$ cat src/rtl/ps2_pkg.sv
// Shared PS/2 definitions: scan codes, snake direction encoding, frame FSM
// states and the odd-parity helper. Used by ps2_rx_frame and ps2_arrow_decoder.
package ps2_pkg;

    // Scan codes of interest (set 2)
    localparam logic [7:0] SC_EXT   = 8'hE0;
    localparam logic [7:0] SC_BREAK = 8'hF0;
    localparam logic [7:0] SC_LEFT  = 8'h6B;
    localparam logic [7:0] SC_RIGHT = 8'h74;
    localparam logic [7:0] SC_UP    = 8'h75;
    localparam logic [7:0] SC_DOWN  = 8'h72;

    // Direction encoding shared with the snake control FSM
    localparam logic [1:0] DIR_LEFT  = 2'd0;
    localparam logic [1:0] DIR_RIGHT = 2'd1;
    localparam logic [1:0] DIR_UP    = 2'd2;
    localparam logic [1:0] DIR_DOWN  = 2'd3;

    // Device-to-host frame FSM states
    typedef enum logic [1:0] {
        ST_IDLE,
        ST_DATA,
        ST_PARITY,
        ST_STOP
    } frame_state_t;

    // Odd parity: data bits plus parity bit must hold an odd number of ones
    function automatic logic odd_parity_ok(input logic [7:0] data, input logic par);
        return (^data ^ par) == 1'b1;
    endfunction

endpackage

$ cat src/rtl/ps2_arrow_decoder_if.sv
// PS/2 pin inputs and decoded keyboard outputs of ps2_arrow_decoder.
// master: the decoder (samples pins, drives results); slave: pin source / consumer.
interface ps2_arrow_decoder_if;

    logic       ps2_clk;
    logic       ps2_dat;
    logic [7:0] code;
    logic       code_valid;
    logic       frame_err;
    logic       key_left;
    logic       key_right;
    logic       key_up;
    logic       key_down;
    logic [1:0] dir;
    logic       dir_valid;

    modport master (
        input  ps2_clk, ps2_dat,
        output code, code_valid, frame_err,
        output key_left, key_right, key_up, key_down,
        output dir, dir_valid
    );

    modport slave (
        output ps2_clk, ps2_dat,
        input  code, code_valid, frame_err,
        input  key_left, key_right, key_up, key_down,
        input  dir, dir_valid
    );

endinterface

$ cat src/rtl/ps2_rx_frame.sv
// PS/2 receive framer: pin synchronizers, PS2_CLK falling-edge detector and
// the 11-bit frame FSM. Emits a good byte with a one-cycle code_valid, or a
// one-cycle frame_err on parity/stop failure.
// Optional PS2_TIMEOUT_EN: abandon a partial frame after TIMEOUT_CYCLES idle clks.
import ps2_pkg::*;

module ps2_rx_frame #(
    parameter int unsigned TIMEOUT_CYCLES = 50000
) (
    input  logic       clk,
    input  logic       reset,
    input  logic       i_ps2_clk,
    input  logic       i_ps2_dat,
    output logic [7:0] o_code,
    output logic       o_code_valid,
    output logic       o_frame_err
);

    // The idle counter is 16 bits wide
    if (TIMEOUT_CYCLES < 2 || TIMEOUT_CYCLES > 65536) begin : g_bad_timeout
        $error("ps2_rx_frame: TIMEOUT_CYCLES must be in 2..65536");
    end

    logic [1:0]   r_clk_sync;
    logic [1:0]   r_dat_sync;
    logic         r_clk_prev;
    logic         w_fe;
    logic         w_dat;

    frame_state_t r_state;
    logic [7:0]   r_shreg;
    logic [2:0]   r_bit_cnt;
    logic         r_par_ok;
    logic [7:0]   r_code;
    logic         r_code_valid;
    logic         r_frame_err;
    logic         w_timeout;

    // Two-flop synchronizers plus previous-sample register; lines idle high
    always_ff @(posedge clk) begin
        if (reset) begin
            r_clk_sync <= '1;
            r_dat_sync <= '1;
            r_clk_prev <= 1'b1;
        end else begin
            r_clk_sync <= {r_clk_sync[0], i_ps2_clk};
            r_dat_sync <= {r_dat_sync[0], i_ps2_dat};
            r_clk_prev <= r_clk_sync[1];
        end
    end

    assign w_fe  = r_clk_prev & ~r_clk_sync[1];
    assign w_dat = r_dat_sync[1];

`ifdef PS2_TIMEOUT_EN
    localparam logic [15:0] TIMEOUT_LAST = 16'(TIMEOUT_CYCLES - 1);

    logic [15:0] r_idle_cnt;

    // Idle counter: cleared on every falling edge and while idle, saturates at the limit
    always_ff @(posedge clk) begin
        if (reset || w_fe || r_state == ST_IDLE) begin
            r_idle_cnt <= '0;
        end else if (r_idle_cnt != TIMEOUT_LAST) begin
            r_idle_cnt <= r_idle_cnt + 16'd1;
        end
    end

    assign w_timeout = (r_state != ST_IDLE) && (r_idle_cnt == TIMEOUT_LAST);
`else
    assign w_timeout = 1'b0;
`endif

    // Frame FSM: advances on PS2_CLK falling edges; a timeout only acts without an edge
    always_ff @(posedge clk) begin
        if (reset) begin
            r_state      <= ST_IDLE;
            r_shreg      <= '0;
            r_bit_cnt    <= '0;
            r_par_ok     <= 1'b0;
            r_code       <= '0;
            r_code_valid <= 1'b0;
            r_frame_err  <= 1'b0;
        end else begin
            r_code_valid <= 1'b0;
            r_frame_err  <= 1'b0;
            if (w_fe) begin
                case (r_state)
                    ST_IDLE: begin
                        if (!w_dat) begin
                            r_state   <= ST_DATA;
                            r_bit_cnt <= '0;
                        end
                    end
                    ST_DATA: begin
                        r_shreg <= {w_dat, r_shreg[7:1]};
                        if (r_bit_cnt == 3'd7) begin
                            r_state <= ST_PARITY;
                        end else begin
                            r_bit_cnt <= r_bit_cnt + 3'd1;
                        end
                    end
                    ST_PARITY: begin
                        r_par_ok <= odd_parity_ok(r_shreg, w_dat);
                        r_state  <= ST_STOP;
                    end
                    ST_STOP: begin
                        if (w_dat && r_par_ok) begin
                            r_code       <= r_shreg;
                            r_code_valid <= 1'b1;
                        end else begin
                            r_frame_err  <= 1'b1;
                        end
                        r_state <= ST_IDLE;
                    end
                    default: r_state <= ST_IDLE;
                endcase
            end else if (w_timeout) begin
                r_state     <= ST_IDLE;
                r_frame_err <= 1'b1;
            end
        end
    end

    assign o_code       = r_code;
    assign o_code_valid = r_code_valid;
    assign o_frame_err  = r_frame_err;

endmodule

$ cat src/rtl/ps2_arrow_decoder.sv
// PS/2 arrow-key decoder for the snake game. Receives frames through
// ps2_rx_frame and decodes E0-prefixed arrow make/break sequences into
// held key levels and a 2-bit direction (0 left, 1 right, 2 up, 3 down).
// Optional PS2_TIMEOUT_EN enables the partial-frame timeout in ps2_rx_frame.
import ps2_pkg::*;

module ps2_arrow_decoder #(
    parameter int unsigned TIMEOUT_CYCLES = 50000,
    parameter logic [1:0]  DIR_RESET      = 2'd1
) (
    input  logic                  clk,
    input  logic                  reset,
    ps2_arrow_decoder_if.master   bus
);

    logic [7:0] w_code;
    logic       w_code_valid;
    logic       w_frame_err;

    logic       r_ext;
    logic       r_brk;
    logic [3:0] r_keys;       // indexed by direction code
    logic [1:0] r_dir;
    logic       r_dir_valid;

    logic       w_is_arrow;
    logic [1:0] w_arrow_dir;

    ps2_rx_frame #(
        .TIMEOUT_CYCLES (TIMEOUT_CYCLES)
    ) u_rx (
        .clk          (clk),
        .reset        (reset),
        .i_ps2_clk    (bus.ps2_clk),
        .i_ps2_dat    (bus.ps2_dat),
        .o_code       (w_code),
        .o_code_valid (w_code_valid),
        .o_frame_err  (w_frame_err)
    );

    // Map an arrow scan code to its direction
    always_comb begin
        w_is_arrow  = 1'b0;
        w_arrow_dir = DIR_LEFT;
        case (w_code)
            SC_LEFT:  begin w_is_arrow = 1'b1; w_arrow_dir = DIR_LEFT;  end
            SC_RIGHT: begin w_is_arrow = 1'b1; w_arrow_dir = DIR_RIGHT; end
            SC_UP:    begin w_is_arrow = 1'b1; w_arrow_dir = DIR_UP;    end
            SC_DOWN:  begin w_is_arrow = 1'b1; w_arrow_dir = DIR_DOWN;  end
            default:  ;
        endcase
    end

    // Prefix tracking and key/direction updates on each received byte
    always_ff @(posedge clk) begin
        if (reset) begin
            r_ext       <= 1'b0;
            r_brk       <= 1'b0;
            r_keys      <= '0;
            r_dir       <= DIR_RESET;
            r_dir_valid <= 1'b0;
        end else begin
            r_dir_valid <= 1'b0;
            if (w_frame_err) begin
                r_ext <= 1'b0;
                r_brk <= 1'b0;
            end else if (w_code_valid) begin
                if (w_code == SC_EXT) begin
                    r_ext <= 1'b1;
                end else if (w_code == SC_BREAK) begin
                    r_brk <= 1'b1;
                end else begin
                    r_ext <= 1'b0;
                    r_brk <= 1'b0;
                    if (r_ext && w_is_arrow) begin
                        r_keys[w_arrow_dir] <= !r_brk;
                        if (!r_brk) begin
                            r_dir       <= w_arrow_dir;
                            r_dir_valid <= 1'b1;
                        end
                    end
                end
            end
        end
    end

    assign bus.code       = w_code;
    assign bus.code_valid = w_code_valid;
    assign bus.frame_err  = w_frame_err;
    assign bus.key_left   = r_keys[DIR_LEFT];
    assign bus.key_right  = r_keys[DIR_RIGHT];
    assign bus.key_up     = r_keys[DIR_UP];
    assign bus.key_down   = r_keys[DIR_DOWN];
    assign bus.dir        = r_dir;
    assign bus.dir_valid  = r_dir_valid;

endmodule

$ cat src/flat_wrapper.sv
// flat-port wrapper written by rule: the top's interface ports become plain ports
module ps2_arrow_decoder_flat 
#(
    parameter int unsigned TIMEOUT_CYCLES = 50000,
    parameter logic [1:0]  DIR_RESET      = 2'd1
)
  (clk, reset, bus_ps2_clk, bus_ps2_dat, bus_code, bus_code_valid, bus_frame_err, bus_key_left, bus_key_right, bus_key_up, bus_key_down, bus_dir, bus_dir_valid);
  ps2_arrow_decoder_if bus_i ();
  input  logic clk;
  input  logic reset;
  input wire logic [$bits(bus_i.ps2_clk)-1:0] bus_ps2_clk;
  input wire logic [$bits(bus_i.ps2_dat)-1:0] bus_ps2_dat;
  output wire logic [$bits(bus_i.code)-1:0] bus_code;
  output wire logic [$bits(bus_i.code_valid)-1:0] bus_code_valid;
  output wire logic [$bits(bus_i.frame_err)-1:0] bus_frame_err;
  output wire logic [$bits(bus_i.key_left)-1:0] bus_key_left;
  output wire logic [$bits(bus_i.key_right)-1:0] bus_key_right;
  output wire logic [$bits(bus_i.key_up)-1:0] bus_key_up;
  output wire logic [$bits(bus_i.key_down)-1:0] bus_key_down;
  output wire logic [$bits(bus_i.dir)-1:0] bus_dir;
  output wire logic [$bits(bus_i.dir_valid)-1:0] bus_dir_valid;
  assign bus_i.ps2_clk = bus_ps2_clk;
  assign bus_i.ps2_dat = bus_ps2_dat;
  assign bus_code = bus_i.code;
  assign bus_code_valid = bus_i.code_valid;
  assign bus_frame_err = bus_i.frame_err;
  assign bus_key_left = bus_i.key_left;
  assign bus_key_right = bus_i.key_right;
  assign bus_key_up = bus_i.key_up;
  assign bus_key_down = bus_i.key_down;
  assign bus_dir = bus_i.dir;
  assign bus_dir_valid = bus_i.dir_valid;
  ps2_arrow_decoder #(.TIMEOUT_CYCLES(TIMEOUT_CYCLES), .DIR_RESET(DIR_RESET)) u_core (.clk(clk), .reset(reset), .bus(bus_i));
endmodule
$ cat config.mk
export PLATFORM = sky130hd
export DESIGN_NAME = ps2_arrow_decoder_flat
export DESIGN_NICKNAME = d
export VERILOG_FILES = /design/src/rtl/ps2_pkg.sv /design/src/rtl/ps2_arrow_decoder_if.sv /design/src/rtl/ps2_rx_frame.sv /design/src/rtl/ps2_arrow_decoder.sv /design/src/flat_wrapper.sv
export SDC_FILE = /design/constraint.sdc
export NUM_CORES = 1
export LEC_CHECK = 0
export BUFFER_PORTS_ARGS = -buffer_cell sky130_fd_sc_hd__buf_2
export CORE_MARGIN = 2
export CORE_UTILIZATION = 46
export CTS_CLUSTER_SIZE = 40
export DETAILED_ROUTE_END_ITERATION = 7
export GPL_ROUTABILITY_DRIVEN = 0
export PLACE_DENSITY = 0.66
export SLEW_MARGIN = 20
export SYNTH_ARGS = -nofsm -noshare
export SYNTH_HDL_FRONTEND = slang
export SYNTH_SLANG_ARGS = --single-unit
$ cat constraint.sdc
create_clock -name clk -period 2.05 [get_ports clk]
set_input_delay 0.41 -clock clk [delete_from_list [all_inputs] [get_ports clk]]
set_output_delay 0.41 -clock clk [all_outputs]
set_load 0.01 [all_outputs]
After elaboration in Yosys (flattened, before gate mapping):

Cells that the tools add are included.

* add/subtract/negate cells: 1
* $lt $le $gt $ge: 2
* eq/ne operators: 14
* muxes and demuxes: 17
* bitwise logic cells: 11
* reductions and logical operators: 20

Operators with widths (number)
* equality test 8 x 7 -> 1 bit (second input constant): 4
* equality test 8 bit (second input constant): 2
* inverter 1 bit: 9
* 2-to-1 mux 1 bit: 8
* case mux 2 bit (4 select lines): 1
* AND reduction 2 bit: 4
* XOR reduction 8 bit: 1
* 2-to-1 mux 3 bit: 2
* inequality test 2 bit (second input constant): 3
* case mux 2 bit (3 select lines): 1
* case mux 3 bit (2 select lines): 1
* AND reduction 3 bit: 2
* AND reduction 6 bit: 1
* OR reduction 6 bit: 1
* AND reduction 5 bit: 1
* bitwise mux 4 bit: 1
* equality test 2 bit (second input constant): 2
* 2-to-1 mux 2 bit: 2
* AND reduction 4 bit: 1
* OR reduction 4 bit: 1
* adder 3 x 1 -> 3 bit (second input constant): 1
* equality test 3 bit (second input constant): 1
* logical AND 1 bit: 3
* less-than comparator 2 x 3 -> 1 bit (second input constant): 1
* 11 further kinds: 11

* flip-flop bits (word level): 38
* input port bits: 4
* output and inout port bits: 17
* word-level logic and storage cells: 80

Longest topological paths before layout:

Gate-level depths: netlist of run 1.

* word-level depth: 7
* gate-level depth with buffers: 6
* mapped depth without buffers: 6

Hierarchy:

A second synthesis of run 1 with hierarchy kept.

* cell total of the unflattened synthesis: 173
* area total of the unflattened synthesis: 1714.1 um^2

By module, submodules not included
* ps2_rx_frame: instances 1, cells an instance 116, area an instance 1212.4 um^2, seq. area each 580.6 um^2
* ps2_arrow_decoder: instances 1, cells an instance 57, area an instance 501.7 um^2, seq. area each 180.2 um^2

Worst setup path before layout of run 1:

No wires, ideal clock.

* kind: flip-flop to flip-flop
* start point: register u_core.u_rx.r_code[2] (netlist: u_core.u_rx.o_code[2])
* end point: register u_core.r_keys[2]
* library setup time: 0.128 ns
* arrival: 1.367 ns
* data required time: 1.922 ns
* setup slack: 0.555 ns
* stages on the path, launching flop included: 6
* buffers on the path: 0
* cells stage by stage: dfxtp_1 nand2b_2 a2111oi_2 nand3b_1 mux2i_1 nor2_1

* word-level cells in the longest chain between the ends: 7

Ends and longest elaborated chain
* start: declaration: line ps2_rx_frame.sv:34 `logic [7:0] r_code;`
* start signal: assignment: line ps2_rx_frame.sv:109 `r_code <= r_shreg;`
* equality test 8 x 7 -> 1 bit: line ps2_arrow_decoder.sv:45 `case (w_code)`
* case mux 2 bit (3 select lines): line ps2_arrow_decoder.sv:45
* less-than comparator 2 x 3 -> 1 bit (not written as such) or >= comparator 2 x 1 -> 1 bit (tied branches): line ps2_arrow_decoder.sv:76 `r_keys[w_arrow_dir] <= !r_brk;`
* logical AND 1 bit (not written as such): line ps2_arrow_decoder.sv:76
* 2-to-1 mux 1 bit (not written as such): line ps2_arrow_decoder.sv:76
* demux 1 bit (select 2 bit)
* bitwise mux 4 bit: line ps2_arrow_decoder.sv:76
* end signal: indexed assignment: line ps2_arrow_decoder.sv:76
* end: declaration: line ps2_arrow_decoder.sv:22 `logic [3:0] r_keys;`

Parallel ways exist; a longest one is shown, timed or not.
A chain may end at the register's enable or synchronous reset.

Worst setup path in the final report of run 1:

* start point: register u_core.u_rx.r_state[1]
* end point: register u_core.u_rx.r_state[1]

* word-level cells in the longest chain between the ends: 3

Ends and longest elaborated chain
* start: declaration: line ps2_rx_frame.sv:30 `frame_state_t r_state;`
* start signal: assignment: line ps2_rx_frame.sv:77 `r_state <= ST_IDLE;`
* start signal: assignment: line ps2_rx_frame.sv:91 `r_state <= ST_DATA;`
* start signal: assignment: line ps2_rx_frame.sv:98 `r_state <= ST_PARITY;`
* equality test 2 x 1 -> 1 bit or logical NOT 2 bit (tied branches): line ps2_rx_frame.sv:88 `case (r_state)`
* inequality test 2 bit (no line)
* AND reduction 3 bit (no line)

Parallel ways exist; a longest one is shown, timed or not.

==> summary.md, run 1 <==
| Metric | Value |
|---|---|
| Worst VDD drop | 0.509 mV |
| Req. time, crit path | 2.27 ns |
| Count leader, synth | dfxtp_1 |
| Leakage | 0.724 nW |
| Worst clock skew | 0.0116 ns |
| Status | completed |
| Ys Warns | 0 |
| Syn_area_per_cell | 9.26 sq um |
| Setup Viol. Count Final | 0 |
| RSZ-0062 raised after global routing | no |
| Final Max Tran Viols | 0 |
| Synthesis-stage register bit count | 38 |
| Routed WL per cell | 12.7 um |
| P per Cell Area | 683 nW/um^2 |
| Yosys top cell area share | 0.459 |
| Diode count | 0 |
| Final Critical Period | 1.71 ns |
| Starting Density | 0.489 |
| Seq/Total Area, Yosys | 0.459 |
| Setup tns final | 0 ns |
| Fmax | 583 MHz |
| Hold Violations, Final | 0 |
| Syn nets | 189 |
| H-tree Lvls | 2 |
| Worst Setup End Kind | flip-flop |
| Area of the mapped netlist | 1660 sq um |
| Cell variety after synth | 35 |
| PortBufs | 20 |
| Worst-Skew Late Latency | 0.34 ns |
| Cell taking the most area after synthesis | dfxtp_1 |
| FFs w/ async S/R, synth | 0 |
| DR DRC count | 0 |
| DIE WIDTH | 64.0 um |
| Post-Synth Simple-Gate Area | 0.238 |
| Total chip power | 0.00129 W |
| Max Cap Viol | 0 |
| Type of the most critical hold path | primary input to flip-flop |
| Vias after detailed routing | 1,296 |
| Core ar. | 3390 sq um |
| DRT iter0 DRCs | 88 |
| Layout area overhead | 13.6% |
| First-pass GRT wire length | 5.38 mm |
| Setup WS post-layout | 0.336 ns |
| Final ANT Viol Nets | 0 |
| Via-per-instance ratio | 5.23 |
| Number of CTS-inserted buffers | 5 |
| Top FF cell, synth | dfxtp_1 |
| Worst EP arrival | 1.93 ns |
| XOR/XNOR Fraction of Synth Area | 0.0453 |
| CTS max path bufs | 2 |
| Adder-cell area share of the yosys netlist | 0.0453 |
| Synth top area cells | dfxtp_1 (46%), mux2i_1 (9.1%), nor2_1 (5.0%) |
| DP Cell Count | 240 |
| Clock-pin slew on the worst setup and hold paths | 0.12 ns |
| Crit-path max FO | 14 |
| Non-filler instance count after layout | 248 |
| Post-CTS Hold Buffers | 0 |
| Headroom to the max-slew limit | 0.599 |
| Overall global routing resource usage | 0.169 |
| Share of cells above drive strength 1 | 0.198 |
| Commonest cells in the netlist | dfxtp_1 (38), nor2_1 (22), nand2_1 (16) |
| HPWL after DPL | 2.28 mm |
| Crit path launch type | flip-flop |
| Largest net degree at the start of global routing | 38 |
| Drt first pass iters | 4 |
| Slew at the pin closest to its max-slew limit | 0.602 ns |
| Cell Rows | 21 |
| Vias in the first global route | 1,198 |
| Post-synth EDFFs | 0 |
| Root Buffer | clkbuf_4 |
| Setup CP Type | flip-flop to flip-flop |
| WL final | 3.14 mm |
| Compound-Gate Fraction of Synth Area | 0.0974 |
| Largest family of logic cells by synthesized area | simple AND/OR/NAND/NOR gates |
| Post-synthesis instance total | 179 |
| IO Pins | 21 |
| Mux contribution to synthesized area | 0.0906 |
| Die area | 4100 sq um |
| Period utilization | 0.836 |
| Die Y | 64.0 um |
| CTS sink cnt | 38 |
| Pre-CTS setup slack | 0.347 ns |
| Initial antenna violation count | 0 |
| CTS tree | built |
| Total congestion overflow | 0 |
| Post_cts resized | 0 |
| Nets | 211 |
| Post-CTS setup buffers | 0 |
metrics by stage:
stage | utilization | hold WS (ns) | cell area [sq um]
6_report | 0.556 | 0.238 | 1880
3_5_place_dp | 0.531 | 0.403 | 1800
4_1_cts | 0.556 | 0.227 | 1880
2_1_floorplan | - | 0.389 | 1660
3_3_place_gp | 0.531 | 0.400 | 1800
5_1_grt | 0.556 | 0.213 | 1880
power by group:
group	internal [W]	total, W	switching (W)
clock network	0.000256	0.000512	0.000257
registers	0.000743	0.000745	0.00000239
logic	0.0000109	0.0000288	0.0000179
total	0.00101	0.00129	0.000277
cell families after synthesis:
logic type	Yosys count
xor+xnor	7
fa+ha+maj	6
mux	15
flops	38
compound gates	25
buf+inv	11
simple gates	77
final cells by class:
cell class                 count  area (sq um)
timing repair buffer          21           108
clock buffer                   5          37.5
tap                           46          57.6
sequential                    38           761
multi-input combinational    130           856
fill                         311          1510
inverter                       5          18.8
clock inverter                 3          45.0
cell usage in the layout, fill, tap and decap left out:
cell type / n
a2111oi_2: 1
a211o_1: 1
a211oi_1: 2
a211oi_2: 1
a21boi_1: 1
a21oi_1: 14
a21oi_2: 1
a31oi_1: 1
and2_1: 1
and4bb_1: 1
buf_2: 20
buf_4: 1
bufinv_16: 1
clkbuf_4: 5
clkinvlp_4: 2
dfxtp_1: 38
ha_1: 6
inv_1: 5
mux2i_1: 15
nand2_1: 16
nand2b_1: 3
nand2b_2: 1
nand3_1: 11
nand3b_1: 5
nand4_1: 3
nor2_1: 22
nor2_2: 1
nor2b_1: 1
nor3_1: 3
nor3b_1: 2
o211ai_1: 1
o21ai_0: 1
o21ai_1: 1
or2_2: 5
or3b_1: 1
or3b_4: 1
xnor2_1: 5
xnor3_1: 1
xor2_1: 1
worst max-delay path, stage by stage, from the launching register on:
cell and delay, ns:
dfxtp_1 0.35, inv_1 0.08, ha_1 0.41, inv_1 0.10, o21ai_0 0.37, mux2i_1 0.23, nor2_1 0.05
sequential cells by signal, summed over array words and instances, names as in the netlist:
name / flops
u_core.u_rx.o_code: 8
u_core.u_rx.r_shreg: 8
u_core.r_keys: 4
u_core.u_rx.r_bit_cnt: 3
u_core.bus.dir: 2
u_core.u_rx.r_clk_sync: 2
u_core.u_rx.r_dat_sync: 2
u_core.u_rx.r_state: 2
u_core.bus.dir_valid: 1
u_core.r_brk: 1
u_core.r_ext: 1
u_core.u_rx.o_code_valid: 1
u_core.u_rx.o_frame_err: 1
u_core.u_rx.r_clk_prev: 1
u_core.u_rx.r_par_ok: 1
routing by layer:
layer,part of all wire,track usage,vias up
met5,0,0,-
met4,0.013,0.0571,0
met3,0.049,0.0581,6
met2,0.46,0.260,34
met1,0.47,0.219,598
li1,-,-,658
final timing paths:
check                                               start                        end  slack [ns]  cells after the start
worst max-delay path               u_core.u_rx.r_state[1]     u_core.u_rx.r_state[1]        0.34                      6
worst min register to register  u_core.u_rx.r_dat_sync[0]  u_core.u_rx.r_dat_sync[1]        0.44                      1
worst min-delay path                          bus_ps2_clk  u_core.u_rx.r_clk_sync[0]        0.24                      2
worst max register to register     u_core.u_rx.r_state[1]     u_core.u_rx.r_state[1]        0.34                      6
Note: power is estimated with default switching activity, not from simulation.
==> run 2, diff against run 1 <==
==> constraint.sdc (replaced) <==
create_clock -name clk -period 1.7 [get_ports clk]
set_input_delay 0.34 -clock clk [delete_from_list [all_inputs] [get_ports clk]]
set_output_delay 0.34 -clock clk [all_outputs]
set_load 0.01 [all_outputs]
==> run 2 against run 1 <==
Compared with the run above:
- hold slack got worse by 0.069 ns
- routed wire length shrank 1.8%
- setup slack lost 0.26 ns
- global-route usage is 0.36 points lower
- fmax rose by 5.6%
- sequential cell count unchanged
- first-iteration DRC count is 26% lower
- clock skew hardly changed
==> summary.md, run 2 (synthesis results as in run 1) <==
| Metric | Value |
|---|---|
| Post_cts resized | 0 (unchanged) |
| CTS max path bufs | 2 (unchanged) |
| Drt first pass iters | 5 (+1) |
| Largest net degree at the start of global routing | 38 (unchanged) |
| Routed WL per cell | 12.2 um (-3.4%) |
| Initial antenna violation count | 0 (unchanged) |
| Leakage | 0.747 nW (+3.1%) |
| DR DRC count | 0 (unchanged) |
| Post-CTS Hold Buffers | 0 (unchanged) |
| Worst path bufs/invs | 0 (-2) |
| Diode count | 0 (unchanged) |
| Final ANT Viol Nets | 0 (unchanged) |
| Worst EP arrival | 1.85 ns (-0.08 ns) |
| Area after DPL | 1830 sq um (+1.7%) |
| Crit path launch type | flip-flop |
| Die area | 4100 sq um (unchanged) |
| Headroom to the max-slew limit | 0.600 (+0.000931) |
| Worst r2r src | u_core.u_rx.o_code[0] |
| Non-filler instance count after layout | 252 (+1.6%) |
| Die Y | 64.0 um (unchanged) |
| Cell Rows | 21 (unchanged) |
| Status | completed |
| Setup tns final | 0 ns (unchanged) |
| Hold Violations, Final | 0 (unchanged) |
| Share of cells above drive strength 1 | 0.233 (+0.0350) |
| Final Critical Period | 1.62 ns (-0.0906 ns) |
| CTS sink cnt | 38 (unchanged) |
| Critical path cell sequence | or3b_4, a211oi_2, nand3_1, mux2i_1, nor2_1 |
| Total chip power | 0.00155 W (+21%) |
| Clock-pin slew on the worst setup and hold paths | 0.13 ns (about the same) |
| Most frequent cells in the layout | dfxtp_1 (35), nor2_1 (22), buf_2 (20) |
| PortBufs | 20 (unchanged) |
| Vias in the first global route | 1,229 (+2.6%) |
| DRT iter0 DRCs | 65 (-26%) |
| RSZ-0062 raised after global routing | no |
| First-pass GRT wire length | 5.36 mm (-0.26%) |
| Via-per-instance ratio | 5.21 (-0.22%) |
| Commonest non-fill, non-tap cell in the layout | dfxtp_1 |
| DIE WIDTH | 64.0 um (unchanged) |
| Nets | 215 (+1.9%) |
| Final Max Tran Viols | 0 (unchanged) |
| Max Cap Viol | 0 (unchanged) |
| Slew at the pin closest to its max-slew limit | 0.600 ns (-0.00140 ns) |
| WL final | 3.08 mm (-1.8%) |
| Crit-path leading delay family | simple AND/OR/NAND/NOR gates |
| HPWL after DPL | 2.29 mm (+0.41%) |
| Type of the most critical hold path | primary input to flip-flop |
| IO Pins | 21 (unchanged) |
| Worst clock skew | 0.0112 ns (-0.000408 ns) |
| DP Cell Count | 244 (+1.7%) |
| Setup CP Type | flip-flop to flip-flop |
| Req. time, crit path | 1.92 ns (-0.35 ns) |
| Root Buffer | clkbuf_4 |
| Post-CTS setup buffers | 0 (unchanged) |
| Critical Path Start | u_core.u_rx.o_code[0] |
| Vias after detailed routing | 1,314 (+1.4%) |
| Number of CTS-inserted buffers | 5 (unchanged) |
| Fmax | 616 MHz (+5.6%) |
| Crit-path max FO | 8 (-6) |
| P per Cell Area | 809 nW/um^2 (+18%) |
| HP Start | bus_ps2_dat |
| Period utilization | 0.955 (+0.119) |
| Starting Density | 0.489 (unchanged) |
| Core ar. | 3390 sq um (unchanged) |
| H-tree Lvls | 2 (unchanged) |
| Crit-path slowest cell | or3b_4 |
| Worst VDD drop | 0.517 mV (+1.6%) |
| Worst Setup End Kind | flip-flop |
| Overall global routing resource usage | 0.165 (-0.00361) |
| Fin area | 1920 sq um (+2.0%) |
| Layout area overhead | 15.8% |
| Worst-Skew Late Latency | 0.34 ns (about the same) |
| CTS tree | built |
| Max incr delay on CP | 0.45 ns (+0.04 ns) |
| WHS | 0.169 ns (-0.0687 ns) |
| Total congestion overflow | 0 (unchanged) |
| Setup Viol. Count Final | 0 (unchanged) |
## run 2: path summary, 6_finish.rpt
path,to,slack [ns],cells after the start
setup / recovery,u_core.r_keys[3],0.08,5
hold / removal,u_core.u_rx.r_dat_sync[0],0.17,2
setup reg to reg,u_core.r_keys[3],0.08,5
hold reg to reg,u_core.u_rx.r_dat_sync[1],0.43,1
## run 2: per-stage QoR
step	utilization	setup WS (ns)
after floorplan	-	0.205
after global placement	0.540	0.129
after detailed placement	0.540	0.0936
after CTS	0.564	0.0750
after global routing	0.567	0.00261
final	0.567	0.0768
## run 2: area by class of cell
type                            count  area [sq um]
Tap cell                           46          57.6
Inverter                            5          18.8
Clock buffer                        5          37.5
Timing Repair Buffer               25           138
Fill cell                         306          1470
Clock inverter                      3          45.0
Multi-Input combinational cell    130           860
Sequential cell                    38           764
## run 2: power breakdown
group | leakage (nW) | switching (W) | internal, W | total [W]
combinational | 0.401 | 0.0000222 | 0.0000137 | 0.0000359
clock | 0.0374 | 0.000311 | 0.000309 | 0.000620
sequential | 0.309 | 0.00000266 | 0.000895 | 0.000898
total | 0.747 | 0.000336 | 0.00122 | 0.00155
## run 2: metal layers
layer | global-route usage | vias up | part of all wire
met5 | 0 | - | 0
met4 | 0.0652 | 0 | 0.012
met3 | 0.0440 | 5 | 0.034
met2 | 0.258 | 22 | 0.47
met1 | 0.216 | 619 | 0.49
li1 | - | 668 | -
==> run 3, diff against run 2 <==
--- a/config.mk
+++ b/config.mk
@@ -15,4 +15,5 @@
 export SLEW_MARGIN = 20
 export SYNTH_ARGS = -nofsm -noshare
 export SYNTH_HDL_FRONTEND = slang
+export SYNTH_HIERARCHICAL = 1
 export SYNTH_SLANG_ARGS = --single-unit
==> run 3 against run 2 <==
Compared with the run above:
- synthesized cell count decreased by 3.4%
- combinational power grew 8.1%
- global-route usage is 0.065 points lower
- via count down 3.2%
- total power shrank 3.1%
- setup slack improved by 0.042 ns
- critical path depth is 2 lower
- synthesized area grew 3.4%
- non-clock buffer count down 4
- fmax up 2.7%
- cell count down 3.2%
- clock power decreased by 8.4%
==> summary.md, run 3 <==
| Metric | Value |
|---|---|
| Status | completed |
| Drt first pass iters | 4 (-1) |
| Hold endpoint | u_core/u_rx/r_clk_sync[0] |
| Switch share | 0.208 (-0.00858) |
| Combinational power share | 0.026 (+0.003) |
| Max Cap Viol | 0 (unchanged) |
| Fmax | 632 MHz (+2.7%) |
| Synth top area cells | dfxtp_1 (44%), mux2i_1 (12%), nor2_1 (5.3%) |
| Share of cells above drive strength 1 | 0.230 (-0.00342) |
| Number of CTS-inserted buffers | 5 (unchanged) |
| Count leader, synth | dfxtp_1 |
| Crit path launch type | flip-flop |
| Worst Setup End Kind | flip-flop |
| Setup Viol. Count Final | 0 (unchanged) |
| Layout area overhead | 13.5% |
| HP Start | bus_ps2_clk |
| Initial antenna violation count | 0 (unchanged) |
| DIE WIDTH | 65.0 um (+1.6%) |
| Headroom to the max-slew limit | 0.661 (+0.0615) |
| Largest net degree at the start of global routing | 33 (-13%) |
| Sw Pwr | 0.000313 W (-6.9%) |
| Root Buffer | clkbuf_8 |
| Total congestion overflow | 0 (unchanged) |
| Worst EP arrival | 1.80 ns (-0.05 ns) |
| Yosys top cell area share | 0.444 (-0.0151) |
| Diode count | 0 (unchanged) |
| Fin area | 1950 sq um (+1.3%) |
| RSZ-0062 raised after global routing | no |
| Post-synthesis instance total | 173 (-3.4%) |
| Req. time, crit path | 1.92 ns (about the same) |
| Most frequent cells in the layout | dfxtp_1 (37), nor2_1 (24), buf_2 (20), mux2i_1 (20), nand2_1 (11) |
| Type of the most critical hold path | primary input to flip-flop |
| HPWL after DPL | 2.29 mm (+0.38%) |
| WL final | 3.15 mm (+2.1%) |
| Worst-Skew Late Latency | 0.29 ns (-0.05 ns) |
| Core ar. | 3630 sq um (+7.2%) |
| Pre-CTS setup slack | 0.108 ns (+0.0143 ns) |
| CTS tree | built |
| Reg2Reg Depth | 3 (-2) |
| Fillers | 361 (+18%) |
| Worst R2R Setup Slack | 0.12 ns (+0.04 ns) |
| Syn_area_per_cell | 9.91 sq um (+7.0%) |
| Commonest cells in the netlist | dfxtp_1 (38), nor2_1 (24), mux2i_1 (20) |
| Nets | 207 (-3.7%) |
| Setup WS post-layout | 0.119 ns (+0.0420 ns) |
| Period utilization | 0.930 (-0.0247) |
| DR DRC count | 0 (unchanged) |
| Ys Warns | 6 (+6) |
| Final Critical Period | 1.58 ns (-0.0420 ns) |
| WHS | 0.236 ns (+0.0668 ns) |
| H-tree Lvls | 2 (unchanged) |
| Cell variety after synth | 39 (+11%) |
| Worst r2r src | u_core/u_rx/o_code[4] |
| CTS sink cnt | 38 (unchanged) |
| Starting Density | 0.472 (-0.0173) |
| Clock share of power | 0.377 (-0.022) |
| CTS max path bufs | 2 (unchanged) |
| Via-per-instance ratio | 5.21 (about the same) |
| Seq/Total Area, Yosys | 0.444 (-0.0151) |
| Hold Violations, Final | 0 (unchanged) |
| First-pass GRT wire length | 5.27 mm (-1.7%) |
| DRT iter0 DRCs | 45 (-31%) |
| Die area | 4230 sq um (+3.2%) |
| Area after DPL | 1850 sq um (+1.3%) |
| Register share of total power | 0.597 (+0.019) |
| Leakage | 0.815 nW (+9.2%) |
| Post-CTS setup buffers | 0 (unchanged) |
| Syn nets | 184 (-2.6%) |
| Die Y | 65.0 um (+1.6%) |
| Synthesis-stage register bit count | 38 (unchanged) |
| FFs w/ async S/R, synth | 0 (unchanged) |
| Internal | 0.00119 W (-2.0%) |
| Slew at the pin closest to its max-slew limit | 0.508 ns (-0.0922 ns) |
| Cell taking the most area after synthesis | dfxtp_1 |
| PortBufs | 20 (unchanged) |
| Setup CP Type | flip-flop to flip-flop |
| Crit-path max FO | 8 (unchanged) |
| Worst clock skew | 0.00548 ns (-0.00574 ns) |
| IO Pins | 21 (unchanged) |
| Setup tns final | 0 ns (unchanged) |
| Cell Rows | 22 (+4.8%) |
| Clock-pin slew on the worst setup and hold paths | 0.07 ns (-0.06 ns) |
| Area of the mapped netlist | 1710 sq um (+3.4%) |
| Hold Path Depth | 2 (unchanged) |
| Routed WL per cell | 12.9 um (+5.5%) |
| P per Cell Area | 774 nW/um^2 (-4.3%) |
| Non-filler instance count after layout | 244 (-3.2%) |
| Commonest non-fill, non-tap cell in the layout | dfxtp_1 |
| DP Cell Count | 237 (-2.9%) |
| Post-synth EDFFs | 0 (unchanged) |
| Overall global routing resource usage | 0.164 (-0.000646) |
| Vias in the first global route | 1,222 (-0.57%) |
| Vias after detailed routing | 1,272 (-3.2%) |
| Final ANT Viol Nets | 0 (unchanged) |
| R2R Path End | u_core/r_keys[1] |
| Worst VDD drop | 0.485 mV (-6.3%) |
| Top FF cell, synth | dfxtp_1 |
| Final Max Tran Viols | 0 (unchanged) |
-- run 3: cell types whose count changed after synthesis, sizes merged, moves of 3 or more --
cell	change
a21oi	-6
clkbuf	-3
mux2i	+5
nand2	-4
nand3	-9
o31ai	+3
-- run 3: timing repair --
action	in CTS	in global routing
hold buffers	0	0
gates resized for setup	0	3
endpoints found under the setup margin	0	1
-- run 3: worst max-delay path by stage --
| stage | depth (start not counted) | end | from |
|---|---|---|---|
| final | 3 | u_core/r_keys[1] | u_core/u_rx/o_code[4] |
| after global routing | 3 | u_core/r_keys[1] | u_core/u_rx/o_code[4] |
| after CTS | 6 | u_core/u_rx/r_bit_cnt[0] | u_core/u_rx/r_state[1] |
| after global placement | 3 | u_core/r_keys[1] | u_core/u_rx/o_code[4] |
| after floorplan | 3 | u_core/r_keys[1] | u_core/u_rx/o_code[4] |
| after detailed placement | 6 | u_core/u_rx/r_bit_cnt[0] | u_core/u_rx/r_state[1] |
-- run 3: final cells by class --
| cell class | count | area [sq um] | share of cell area |
|---|---|---|---|
| clock buffer | 7 | 76.3 | 0.0392 |
| timing repair buffer | 21 | 108 | 0.0553 |
| tap | 48 | 60.1 | 0.0309 |
| inverter | 3 | 11.3 | 0.00579 |
| multi-input combinational | 127 | 928 | 0.477 |
| sequential | 38 | 762 | 0.392 |
-- run 3: cells by family after synthesis --
family	synth area share
simple gates	0.246
flops	0.444
compound gates	0.0810
mux	0.117
buf+inv	0.0226
fa+ha+maj	0.0511
xor+xnor	0.0387
-- run 3: layer usage --
layer	up-vias	routed length (um)	global-route usage
met2	19	1570	0.296
met1	599	1410	0.174
met4	0	61	0.0703
met5	-	0	0
met3	7	115	0.0556
li1	647	-	-
-- run 3: worst max-delay path, stage by stage (launching register included) --
cell     delay [ns]
dfxtp_1        0.47
or3b_4         0.44
or4_1          0.47
a21oi_1        0.12
-- run 3: power groups by stage --
stage                     clock (W)  sequential [W]  combinational, W
final                      0.000568        0.000899         0.0000388
after global routing       0.000632        0.000899         0.0000437
after CTS                  0.000595        0.000899         0.0000383
after detailed placement          0        0.000920         0.0000382
after global placement            0        0.000919         0.0000365
after floorplan                   0        0.000918         0.0000285
-- run 3: metrics by stage --
stage,total power [W],utilization
2_1_floorplan,0.000947,-
3_5_place_dp,0.000958,0.510
4_1_cts,0.00153,0.531
3_3_place_gp,0.000956,0.510
6_report,0.00151,0.535
5_1_grt,0.00158,0.535
